## src/rtl/alu_share_pkg.sv

```systemverilog
// Shared definitions for the two-requester ALU sequencer: state encoding,
// op codes and the latency-class decode.
package alu_share_pkg;

    typedef logic [1:0] state_t;

    localparam state_t IDLE = 2'd0;
    localparam state_t EXEC = 2'd1;
    localparam state_t RESP = 2'd2;

    localparam logic [2:0] OP_ADD = 3'b000;
    localparam logic [2:0] OP_AND = 3'b001;
    localparam logic [2:0] OP_ADC = 3'b010;
    localparam logic [2:0] OP_SBC = 3'b011;
    localparam logic [2:0] OP_OR  = 3'b100;
    localparam logic [2:0] OP_SUB = 3'b101;
    localparam logic [2:0] OP_XOR = 3'b110;
    localparam logic [2:0] OP_CMP = 3'b111;

    // Ops routed through the adder/subtractor take ARITH_LAT cycles; the rest take one.
    function automatic logic is_arith(input logic [2:0] op);
        case (op)
            OP_ADD, OP_ADC, OP_SBC, OP_SUB, OP_CMP: return 1'b1;
            default:                                return 1'b0;
        endcase
    endfunction

endpackage

```

## src/rtl/alu_rr_arb2.sv

```systemverilog
// Two-way round-robin arbiter, purely combinational; the caller stores last_grant.
module alu_rr_arb2 (
    input  logic valid0,
    input  logic valid1,
    input  logic last_grant,
    output logic gnt_id,
    output logic gnt_valid
);

    assign gnt_valid = valid0 | valid1;
    // On a tie the requester that did not win last time goes next.
    assign gnt_id    = (valid0 & valid1) ? ~last_grant : valid1;

endmodule

```

## src/rtl/alu_share_ctrl.sv

```systemverilog
// Sequencer that time-shares one ALU between two requesters and returns
// each result on a single response channel tagged with the requester id.
module alu_share_ctrl
    import alu_share_pkg::*;
#(
    parameter int WIDTH     = 8,
    parameter int ARITH_LAT = 2
) (
    input  logic             clk,
    input  logic             rst,
    input  logic             req0_valid,
    output logic             req0_ready,
    input  logic [2:0]       req0_op,
    input  logic [WIDTH-1:0] req0_a,
    input  logic [WIDTH-1:0] req0_b,
    input  logic             req1_valid,
    output logic             req1_ready,
    input  logic [2:0]       req1_op,
    input  logic [WIDTH-1:0] req1_a,
    input  logic [WIDTH-1:0] req1_b,
    output logic             resp_valid,
    input  logic             resp_ready,
    output logic [WIDTH-1:0] resp_data,
    output logic             resp_id,
    output logic [2:0]       alu_op,
    output logic [WIDTH-1:0] alu_a,
    output logic [WIDTH-1:0] alu_b,
    input  logic [WIDTH-1:0] alu_y,
    output logic             busy
);

    localparam int               CNT_W     = $clog2(ARITH_LAT + 1);
    localparam logic [CNT_W-1:0] ARITH_CNT = CNT_W'(ARITH_LAT - 1);

    state_t             r_state;
    state_t             w_next_state;
    logic               r_last_grant;
    logic [CNT_W-1:0]   r_cnt;
    logic [2:0]         r_op;
    logic [WIDTH-1:0]   r_a;
    logic [WIDTH-1:0]   r_b;
    logic               r_id;
    logic [WIDTH-1:0]   r_resp_data;
    logic               r_resp_id;

    logic               w_gnt_id;
    logic               w_gnt_valid;
    logic [2:0]         w_sel_op;
    logic [WIDTH-1:0]   w_sel_a;
    logic [WIDTH-1:0]   w_sel_b;

    alu_rr_arb2 u_arb (
        .valid0     (req0_valid),
        .valid1     (req1_valid),
        .last_grant (r_last_grant),
        .gnt_id     (w_gnt_id),
        .gnt_valid  (w_gnt_valid)
    );

    assign w_sel_op = w_gnt_id ? req1_op : req0_op;
    assign w_sel_a  = w_gnt_id ? req1_a  : req0_a;
    assign w_sel_b  = w_gnt_id ? req1_b  : req0_b;

    // NOTE: sequential state uses non-blocking assignments so every flop samples pre-edge values.
    always_ff @(posedge clk or posedge rst) begin
        if (rst) r_state <= IDLE;
        else     r_state <= w_next_state;
    end

    // NOTE: the default assignment ahead of the case keeps this block free of inferred latches.
    always_comb begin
        w_next_state = r_state;
        case (r_state)
            IDLE:    if (w_gnt_valid)   w_next_state = EXEC;
            EXEC:    if (r_cnt == '0)   w_next_state = RESP;
            RESP:    if (resp_ready)    w_next_state = IDLE;
            default:                    w_next_state = IDLE;
        endcase
    end

    always_comb begin
        req0_ready = 1'b0;
        req1_ready = 1'b0;
        // Gated by rst so ready reads 0 throughout reset even with valid held high.
        if (!rst && r_state == IDLE && w_gnt_valid) begin
            req0_ready = ~w_gnt_id;
            req1_ready = w_gnt_id;
        end
        resp_valid = (r_state == RESP);
        busy       = (r_state == EXEC) || (r_state == RESP);
    end

    always_ff @(posedge clk or posedge rst) begin
        if (rst) begin
            r_last_grant <= 1'b1;
            r_cnt        <= '0;
            r_op         <= '0;
            r_a          <= '0;
            r_b          <= '0;
            r_id         <= 1'b0;
            r_resp_data  <= '0;
            r_resp_id    <= 1'b0;
        end else begin
            case (r_state)
                IDLE: begin
                    if (w_gnt_valid) begin
                        r_id         <= w_gnt_id;
                        r_last_grant <= w_gnt_id;
                        r_op         <= w_sel_op;
                        r_a          <= w_sel_a;
                        r_b          <= w_sel_b;
                        r_cnt        <= is_arith(w_sel_op) ? ARITH_CNT : '0;
                    end
                end
                EXEC: begin
                    if (r_cnt != '0) begin
                        r_cnt <= r_cnt - CNT_W'(1);
                    end else begin
                        r_resp_data <= alu_y;
                        r_resp_id   <= r_id;
                    end
                end
                default: ;
            endcase
        end
    end

    // The ALU inputs come straight from the latch registers, so they hold between ops.
    assign alu_op    = r_op;
    assign alu_a     = r_a;
    assign alu_b     = r_b;
    assign resp_data = r_resp_data;
    assign resp_id   = r_resp_id;

endmodule

```

## config.mk

```make
export PLATFORM = sky130hd
export DESIGN_NAME = alu_share_ctrl
export DESIGN_NICKNAME = d
export VERILOG_FILES = /design/src/rtl/alu_share_pkg.sv /design/src/rtl/alu_rr_arb2.sv /design/src/rtl/alu_share_ctrl.sv
export SDC_FILE = /design/constraint.sdc
export NUM_CORES = 1
export LEC_CHECK = 0
export BUFFER_PORTS_ARGS = -buffer_cell sky130_fd_sc_hd__buf_2
export CAP_MARGIN = 0
export CORE_ASPECT_RATIO = 1.2
export CORE_MARGIN = 3
export CORE_UTILIZATION = 41
export CTS_CLUSTER_DIAMETER = 50
export DETAILED_ROUTE_END_ITERATION = 8
export GPL_ROUTABILITY_DRIVEN = 0
export PLACE_DENSITY_LB_ADDON = 0.15
export SLEW_MARGIN = 40
export SYNTH_ARGS = -nofsm -noshare
export SYNTH_HDL_FRONTEND = slang
export SYNTH_SLANG_ARGS = --single-unit
```

## constraint.sdc

```tcl
create_clock -name clk -period 1.5 [get_ports clk]
set_input_delay 0.15 -clock clk [delete_from_list [all_inputs] [get_ports clk]]
set_output_delay 0.15 -clock clk [all_outputs]
set_load 0.03 [all_outputs]
```

==> results of run 1 <==
## path summary, 6_finish.rpt
path / startpoint / end / slack [ns] / cells past startpoint
max: r_last_grant / req0_ready / -0.06 / 4
min: alu_y[1] / resp_data[1] / 0.09 / 2
max reg2reg: r_state[0] / r_state[0] / 0 / 7
min reg2reg: r_id / r_id / 0.48 / 2
max in group asynchronous: rst / resp_data[5] / 0.60 / 4
min in group asynchronous: rst / alu_b[1] / 0.44 / 3
## stage by stage
step	total power (uW)	setup slack [ns]	setup TNS, ns	instances
floorplan	3670	0.00802	0	154
global placement	4470	0.0511	0	292
detailed placement	4500	0.0187	0	292
CTS	5760	-0.0469	-0.0515	311
global route	6340	-0.100	-0.283	315
finish	5930	-0.0607	-0.0607	315
## power by group
part	internal (uW)	switching, uW
registers	1390	231
clock network	666	354
logic	1380	1910
## critical path, stage by stage (launching register included)
cell and delay, ns:
dfstp_2 0.58, a21boi_4 0.09, buf_6 0.13, nor3_4 0.17, buf_6 0.15
## synthesized netlist by cell type (2+ instances only)
library cell,instances,area [um^2]
a21oi_1,4,20.0
buf_2,2,10.0
buf_6,2,22.5
clkbuf_1,3,11.3
dfrtp_1,33,826
ha_1,4,50.1
inv_1,7,26.3
mux2_2,10,113
mux2i_1,19,190
nand2_1,25,93.8
nand2b_1,3,18.8
nor2_1,4,15.0
nor3_1,2,10.0
o21ai_0,2,10.0
o21ai_1,20,100
## flip-flops by register name, indices dropped and copies added (netlist names)
name and count:
r_last_grant 1, r_id 1, alu_op 3, resp_data 8, resp_id 1, alu_b 8
r_state 2, r_cnt 2, alu_a 8
## cells by family (layout without fill, tap and decap cells)
logic type,Yosys count,after routing,synth area share (%)
simple gates,37,37,9.85
compound gates,35,35,12.9
flops,34,34,51.2
mux,30,30,18.9
buf+inv,14,123,4.21
fa+ha+maj,4,4,3.01
## timing repair
item                       CTS  global route
gates resized for setup     10            11
hold endpoints to repair     6             0
hold buffers                 1             0
setup endpoints to repair    3             6
pin swaps                    3             5
setup buffers               10             4
## final cells by class
type / instances / area (um^2) / area share (%)
sequential: 34 / 852 / 33.5
multi-input combinational: 106 / 818 / 32.2
timing repair buffer: 108 / 644 / 25.3
clock buffer: 5 / 68.8 / 2.71
clock inverter: 3 / 68.8 / 2.71
tap: 52 / 65.1 / 2.56
inverter: 7 / 26.3 / 1.03
## metal layers
metal  vias to the layer above  part of all wire (%)  global-route usage (%)
met1                       724                    42                    18.8
met3                         7                   5.8                    5.31
met4                         0                   1.5                    7.98
met2                        47                    51                    31.8
li1                        750                     -                       -
met5                         -                     0                       0
## cell usage in the layout, fill, tap and decap left out, types with 5 or more instances in the layout
cell,instances
nand2_1,24
clkbuf_8,5
mux2i_1,19
buf_2,80
inv_1,5
buf_4,21
o21ai_1,19
mux2_2,10
buf_6,5
dfrtp_1,33
==> impl_metrics.py, run 1 <==
metrics = {
    "status": {
        "run_status": "finished with violations",
        "failed_checks": "negative setup slack",
    },
    "synth": {
        "ys_seq_area_share_pct": 51.2,
        "syn_inst": 154,
        "syn-num-nets": 209,
        "ys_ff_latch": 34,
        "syn-mean-instance-area_um2": 10.8,
        "synth_cell_types": 29,
        "synth_flop_cell": "dfrtp_1",
        "netlist_area_um2": 1660,
        "synth_edf_count": 0,
        "async_reset_ff_share_pct": 100,
        "ys_warn_count": 0,
    },
    "drt": {
        "wl_per_cell_um": 12.9,
        "dr.pass1.iters": 4,
        "antenna_left": 0,
        "drt-total-wl_mm": 4.07,
        "drt_first_iter_violations": 42,
        "num_vias": 1528,
        "viasPerCell": 4.85,
        "drc": 0,
    },
    "setup_path": {
        "critPathRequiredTime_ns": 1.35,
        "worstPathMaxFanout": 4,
        "crit_path_start_kind": "flop",
        "critPathArrivalTime_ns": 1.41,
        "path_class": "reg -> out",
        "end_kind": "output port",
    },
    "final_layout": {
        "fillers": 310,
        "fin_nets": 317,
        "syn_to_final_growth_pct": 52.9,
        "diodes": 0,
        "final_core_util_pct": 67.8,
        "drive_above_1_share_pct": 53.6,
        "fin_area_um2": 2540,
    },
    "placed_design": {
        "port_buffers": 82,
        "place_hpwl_mm": 2.94,
        "placed_area_um2": 2210,
    },
    "floorplan": {
        "die_w_um": 64.2,
        "ios": 83,
        "start_util_pct": 44.3,
        "die-area_um2": 4860,
        "die_h_um": 75.8,
        "placementRows": 24,
        "core-area_um2": 3750,
    },
    "timing": {
        "fmax_mhz": 641,
        "relSlewSlack_pct": 75.2,
        "slew_viol_final": 0,
        "rsz0062_at_grt": "yes",
        "finalSetupViolCount": 1,
        "period_minus_slack_ns": 1.56,
        "hold_viol": 0,
        "fin_crit_sh_pct": 104,
        "fin_skew_ns": 0.00530,
        "hold_ws_ns": 0.0899,
        "tightest_slew_ns": 0.372,
        "setup_ws_ns": -0.0607,
    },
    "power": {
        "irDropWorstVdd_mv": 1.09,
        "p_leak_uw": 0.00131,
        "power.density_nw_per_um2": 2330,
    },
    "clock_tree": {
        "cts_buffers": 5,
        "htree_levels": 2,
        "clock_sinks": 34,
        "clk_latency_ns": 0.29,
        "clockRootBuffer": "clkbuf_8",
        "clock_path_buffers": 2,
        "path_clk_slew_ns": 0.07,
        "cts_tree": "built",
    },
    "global_routing": {
        "grt_pass1_wl_mm": 6.55,
        "grt_pass1_vias": 1500,
        "grt_usage_pct": 17.5,
        "grt_max_degree": 28,
        "grt_overflow": 0,
        "antenna_found_initial": 0,
    },
    "min_path": {
        "worstHoldPathType": "in -> reg",
    },
    "flow_run": {
        "cap_violations": 0,
    },
}
Note: power is estimated with default switching activity, not from simulation.
==> run 2, diff against run 1 <==
--- a/config.mk
+++ b/config.mk
@@ -15,4 +15,5 @@
 export GPL_ROUTABILITY_DRIVEN = 0
 export PLACE_DENSITY_LB_ADDON = 0.15
+export SKIP_LAST_GASP = 1
 export SLEW_MARGIN = 40
 export SYNTH_ARGS = -nofsm -noshare
==> constraint.sdc (replaced) <==
create_clock -name clk -period 1.5 [get_ports clk]
set_input_delay 0.075 -clock clk [delete_from_list [all_inputs] [get_ports clk]]
set_output_delay 0.075 -clock clk [all_outputs]
set_load 0.03 [all_outputs]
==> impl_metrics.py, run 2 (synthesis results as in run 1) <==
metrics = {
    "floorplan": {
        "die_w_um": 64.2,
        "die_h_um": 75.8,
        "die-area_um2": 4860,
        "placementRows": 24,
        "start_util_pct": 44.3,
        "ios": 83,
        "core-area_um2": 3750,
    },
    "power": {
        "p_clk_share_pct": 11.6,
        "power.share.switching_pct": 44.5,
        "p_leak_uw": 0.00125,
        "p_comb_share_pct": 58.3,
        "intPower_uw": 2970,
        "power.density_nw_per_um2": 2220,
        "irDropWorstVdd_mv": 1.14,
        "p_seq_share_pct": 30.1,
        "switchingPower_uw": 2390,
    },
    "global_routing": {
        "grt_max_degree": 22,
        "use_met2_pct": 28.0,
        "grt_usage_pct": 16.0,
        "grt_util_met1_pct": 18.6,
        "use_met3_pct": 5.31,
        "antenna_found_initial": 0,
        "grt_pass1_vias": 1370,
        "grt_overflow": 0,
        "grt_pass1_wl_mm": 5.91,
        "top_usage_layer": "met2",
    },
    "final_layout": {
        "diodes": 0,
        "fillers": 343,
        "fin_nets": 310,
        "mostFrequentLayoutCells": "80 x buf_2, 33 x dfrtp_1, 24 x nand2_1",
        "seq_area_um2": 852,
        "final_common_cell": "buf_2",
        "final_cells": 307,
        "syn_to_final_growth_pct": 45.0,
        "drive_above_1_share_pct": 51.8,
        "multiInputGateArea_um2": 807,
        "fin_area_um2": 2410,
    },
    "status": {
        "run_status": "completed",
    },
    "timing": {
        "period_minus_slack_ns": 1.46,
        "fin_skew_ns": 0.00515,
        "fmax_mhz": 686,
        "slew_viol_final": 0,
        "tightest_slew_ns": 0.263,
        "hold_ws_ns": 0.0210,
        "relSlewSlack_pct": 82.5,
        "setup_ws_ns": 0.0426,
        "fin_crit_sh_pct": 97.2,
        "finalSetupViolCount": 0,
        "rsz0062_at_grt": "yes",
        "hold_viol": 0,
    },
    "min_path": {
        "worstHoldPathType": "in -> reg",
    },
    "setup_path": {
        "crit_path_start_kind": "flop",
        "max_stage_delay_ns": 0.39,
        "end_kind": "flop",
        "path_class": "reg -> reg",
        "path_cells": "buf_4, ha_2, nand2_1, buf_12, mux2_2",
        "crit_path_top_delay_cell": "dfrtp_1",
        "critPathRequiredTime_ns": 1.67,
        "worstPathMaxFanout": 9,
        "critPathArrivalTime_ns": 1.63,
    },
    "drt": {
        "viasPerCell": 4.74,
        "drc": 0,
        "drt_first_iter_violations": 47,
        "drt-total-wl_mm": 3.77,
        "wl_per_cell_um": 12.3,
        "num_vias": 1454,
        "dr.pass1.iters": 4,
        "antenna_left": 0,
    },
    "clock_tree": {
        "clock_path_buffers": 2,
        "path_clk_slew_ns": 0.07,
        "cts_buffers": 5,
        "htree_levels": 2,
        "clk_latency_ns": 0.28,
        "cts_tree": "built",
        "clockRootBuffer": "clkbuf_8",
        "clock_sinks": 34,
    },
    "placed_design": {
        "place_hpwl_mm": 2.93,
        "dp_cells": 293,
        "dp_slack_ns": 0.0415,
        "port_buffers": 82,
        "placed_area_um2": 2220,
    },
    "flow_run": {
        "cap_violations": 0,
    },
}
-- run 2: layout make-up --
| type | count | share of cell area, % |
|---|---|---|
| inverter | 7 | 1.09 |
| clock buffer | 5 | 2.85 |
| tap | 52 | 2.70 |
| timing repair buffer | 101 | 24.2 |
| sequential | 34 | 35.3 |
| clock inverter | 2 | 0.415 |
| multi-input combinational | 106 | 33.4 |
-- run 2: worst max-delay path, delay by kind of cell, from the launching register on --
family | cells | cell delay [ns]
flip-flops | 1 | 0.39
multiplexers | 1 | 0.32
buffers and inverters | 2 | 0.27
adder cells (fa/ha/maj) | 1 | 0.23
AND/OR/NAND/NOR | 1 | 0.12
-- run 2: path summary, 6_finish.rpt --
| check | startpoint | depth (start not counted) | end | slack [ns] |
|---|---|---|---|---|
| min in group asynchronous | rst | 4 | r_id | 0.43 |
| max in group asynchronous | rst | 4 | r_last_grant | 0.77 |
| worst max register to register | r_state[0] | 5 | resp_data[6] | 0.04 |
| worst min register to register | r_id | 2 | r_id | 0.47 |
| worst min-delay path | alu_y[0] | 2 | resp_data[0] | 0.02 |
| worst max-delay path | r_state[0] | 5 | resp_data[6] | 0.04 |
-- run 2: metal layers --
metal | wire [um] | share of wire, %
met5 | 0 | 0
met3 | 250 | 6.6
met4 | 52 | 1.4
met1 | 1570 | 42
met2 | 1890 | 50
-- run 2: power by group through the flow --
stage	Sequential (uW)	Combinational, uW	Clock (uW)
after floorplan	2380	1290	0
after global placement	1630	2870	0
after detailed placement	1620	2920	0
after CTS	1620	3000	645
after global routing	1670	3380	680
final	1610	3120	622
-- run 2: stage by stage --
stage                     util, %  TNS, ns  total power [uW]
final                        64.3        0              5360
after global routing         64.3  -0.0202              5740
after CTS                    62.8  -0.0516              5270
after detailed placement     59.1        0              4540
after global placement       59.1        0              4490
after floorplan                 -        0              3660
-- run 2: timing repair --
item / CTS / global route
resized for setup: 9 / 7
hold buffers: 1 / 0
endpoints found under the hold margin: 33 / 0
pin swaps: 1 / 4
setup endpoints to repair: 2 / 5
setup buffers: 3 / 3
==> run 3, diff against run 2 <==
Settings changed: MAX_ROUTING_LAYER set to met4.
==> impl_metrics.py, run 3 (synthesis results as in run 1) <==
metrics = {
    "clock_tree": {
        "path_clk_slew_ns": 0.07,
        "clk_latency_ns": 0.28,
        "cts_buffers": 5,
        "cts_tree": "built",
        "clock_sinks": 34,
        "clock_path_buffers": 2,
        "clockRootBuffer": "clkbuf_8",
        "htree_levels": 2,
    },
    "timing": {
        "rsz0062_at_grt": "yes",
        "finalSetupViolCount": 0,
        "slew_viol_final": 0,
        "fin_skew_ns": 0.00566,
        "hold_viol": 0,
        "tns_ns": 0,
        "setup_ws_ns": 0.0457,
        "relSlewSlack_pct": 82.5,
        "fmax_mhz": 688,
        "period_minus_slack_ns": 1.45,
        "tightest_slew_ns": 0.263,
        "fin_crit_sh_pct": 97.0,
    },
    "power": {
        "power.density_nw_per_um2": 2220,
        "irDropWorstVdd_mv": 1.13,
        "finalPower_uw": 5350,
        "p_leak_uw": 0.00125,
    },
    "final_layout": {
        "fillers": 343,
        "syn_to_final_growth_pct": 45.0,
        "fin_nets": 310,
        "drive_above_1_share_pct": 51.8,
        "diodes": 0,
        "mostFrequentLayoutCells": "80 x buf_2, 33 x dfrtp_1, 24 x nand2_1",
        "final_core_util_pct": 64.3,
        "final_cells": 307,
        "final_common_cell": "buf_2",
    },
    "floorplan": {
        "start_util_pct": 44.3,
        "die_h_um": 75.8,
        "die-area_um2": 4860,
        "die_w_um": 64.2,
        "core-area_um2": 3750,
        "placementRows": 24,
        "ios": 83,
    },
    "global_routing": {
        "top_usage_layer": "met2",
        "grt_overflow": 0,
        "grt_pass1_wl_mm": 5.91,
        "grt_max_degree": 22,
        "antenna_found_initial": 0,
        "grt_usage_pct": 16.5,
        "grt_pass1_vias": 1371,
        "use_met3_pct": 4.87,
        "grt_util_met1_pct": 18.9,
        "use_met2_pct": 28.0,
    },
    "setup_path": {
        "crit_path_top_delay_cell": "dfrtp_1",
        "worstPathMaxFanout": 9,
        "path_cells": "buf_4, ha_2, nand2_1, buf_12, mux2_2",
        "critPathRequiredTime_ns": 1.67,
        "end_kind": "flop",
        "max_stage_delay_ns": 0.39,
        "crit_path_start_kind": "flop",
        "path_class": "reg -> reg",
        "critPathArrivalTime_ns": 1.62,
    },
    "drt": {
        "wl_per_cell_um": 12.3,
        "drc": 0,
        "drt-total-wl_mm": 3.78,
        "drt_first_iter_violations": 42,
        "viasPerCell": 4.78,
        "dr.pass1.iters": 4,
        "num_vias": 1467,
        "antenna_left": 0,
    },
    "min_path": {
        "worstHoldPathType": "in -> reg",
    },
    "status": {
        "run_status": "completed",
    },
    "placed_design": {
        "port_buffers": 82,
        "place_hpwl_mm": 2.93,
        "dp_slack_ns": 0.0415,
        "dp_cells": 293,
    },
    "flow_run": {
        "cap_violations": 0,
    },
}
==> run 3: path summary, 6_finish.rpt <==
kind	end	from	depth (start not counted)	slack (ns)
worst max-delay path	resp_data[6]	r_state[0]	5	0.05
worst min-delay path	resp_data[0]	alu_y[0]	2	0.02
worst max register to register	resp_data[6]	r_state[0]	5	0.05
worst min register to register	r_id	r_id	2	0.47
max in group asynchronous	r_last_grant	rst	4	0.77
min in group asynchronous	r_id	rst	4	0.43
==> run 3: timing repair <==
item | in CTS | in global routing
endpoints found under the setup margin | 2 | 5
hold buffers | 1 | 0
gates cloned | 0 | 0
buffers inserted | 3 | 3
resized for setup | 9 | 7
hold endpoints to repair | 33 | 0
pin swaps | 1 | 4
==> run 3: cell type report <==
cell class | count | area, um^2 | share of cell area [%]
inverters | 7 | 26.3 | 1.09
multi-input cells | 106 | 807 | 33.4
well taps | 52 | 65.1 | 2.70
flip-flops and latches | 34 | 852 | 35.3
repair buffers | 101 | 584 | 24.2
clock inverters | 2 | 10.0 | 0.415
clock buffers | 5 | 68.8 | 2.85
==> run 3: report_power, final <==
group	internal [uW]	switching (uW)	leakage [uW]
Sequential	1390	222	0.000412
Combinational	1270	1850	0.000791
Clock	311	309	0.0000438
==> run 3: metrics by stage <==
stage	area (um^2)	hold WS [ns]
3_5_place_dp	2220	0.160
3_3_place_gp	2220	0.151
6_report	2410	0.0210
2_1_floorplan	1680	0.145
4_1_cts	2360	0.0147
5_1_grt	2410	0.0131
==> run 3: critical path, delay by kind of cell, from the launching register on <==
kind | cells | cell delay, ns
mux | 1 | 0.32
fa+ha+maj | 1 | 0.23
flops | 1 | 0.39
simple gates | 1 | 0.12
buf+inv | 2 | 0.27
==> run 3: layer usage <==
layer,wire length [um],vias to the layer above
met5,0,-
met2,1910,52
li1,-,732
met4,52,0
met3,230,5
met1,1590,678
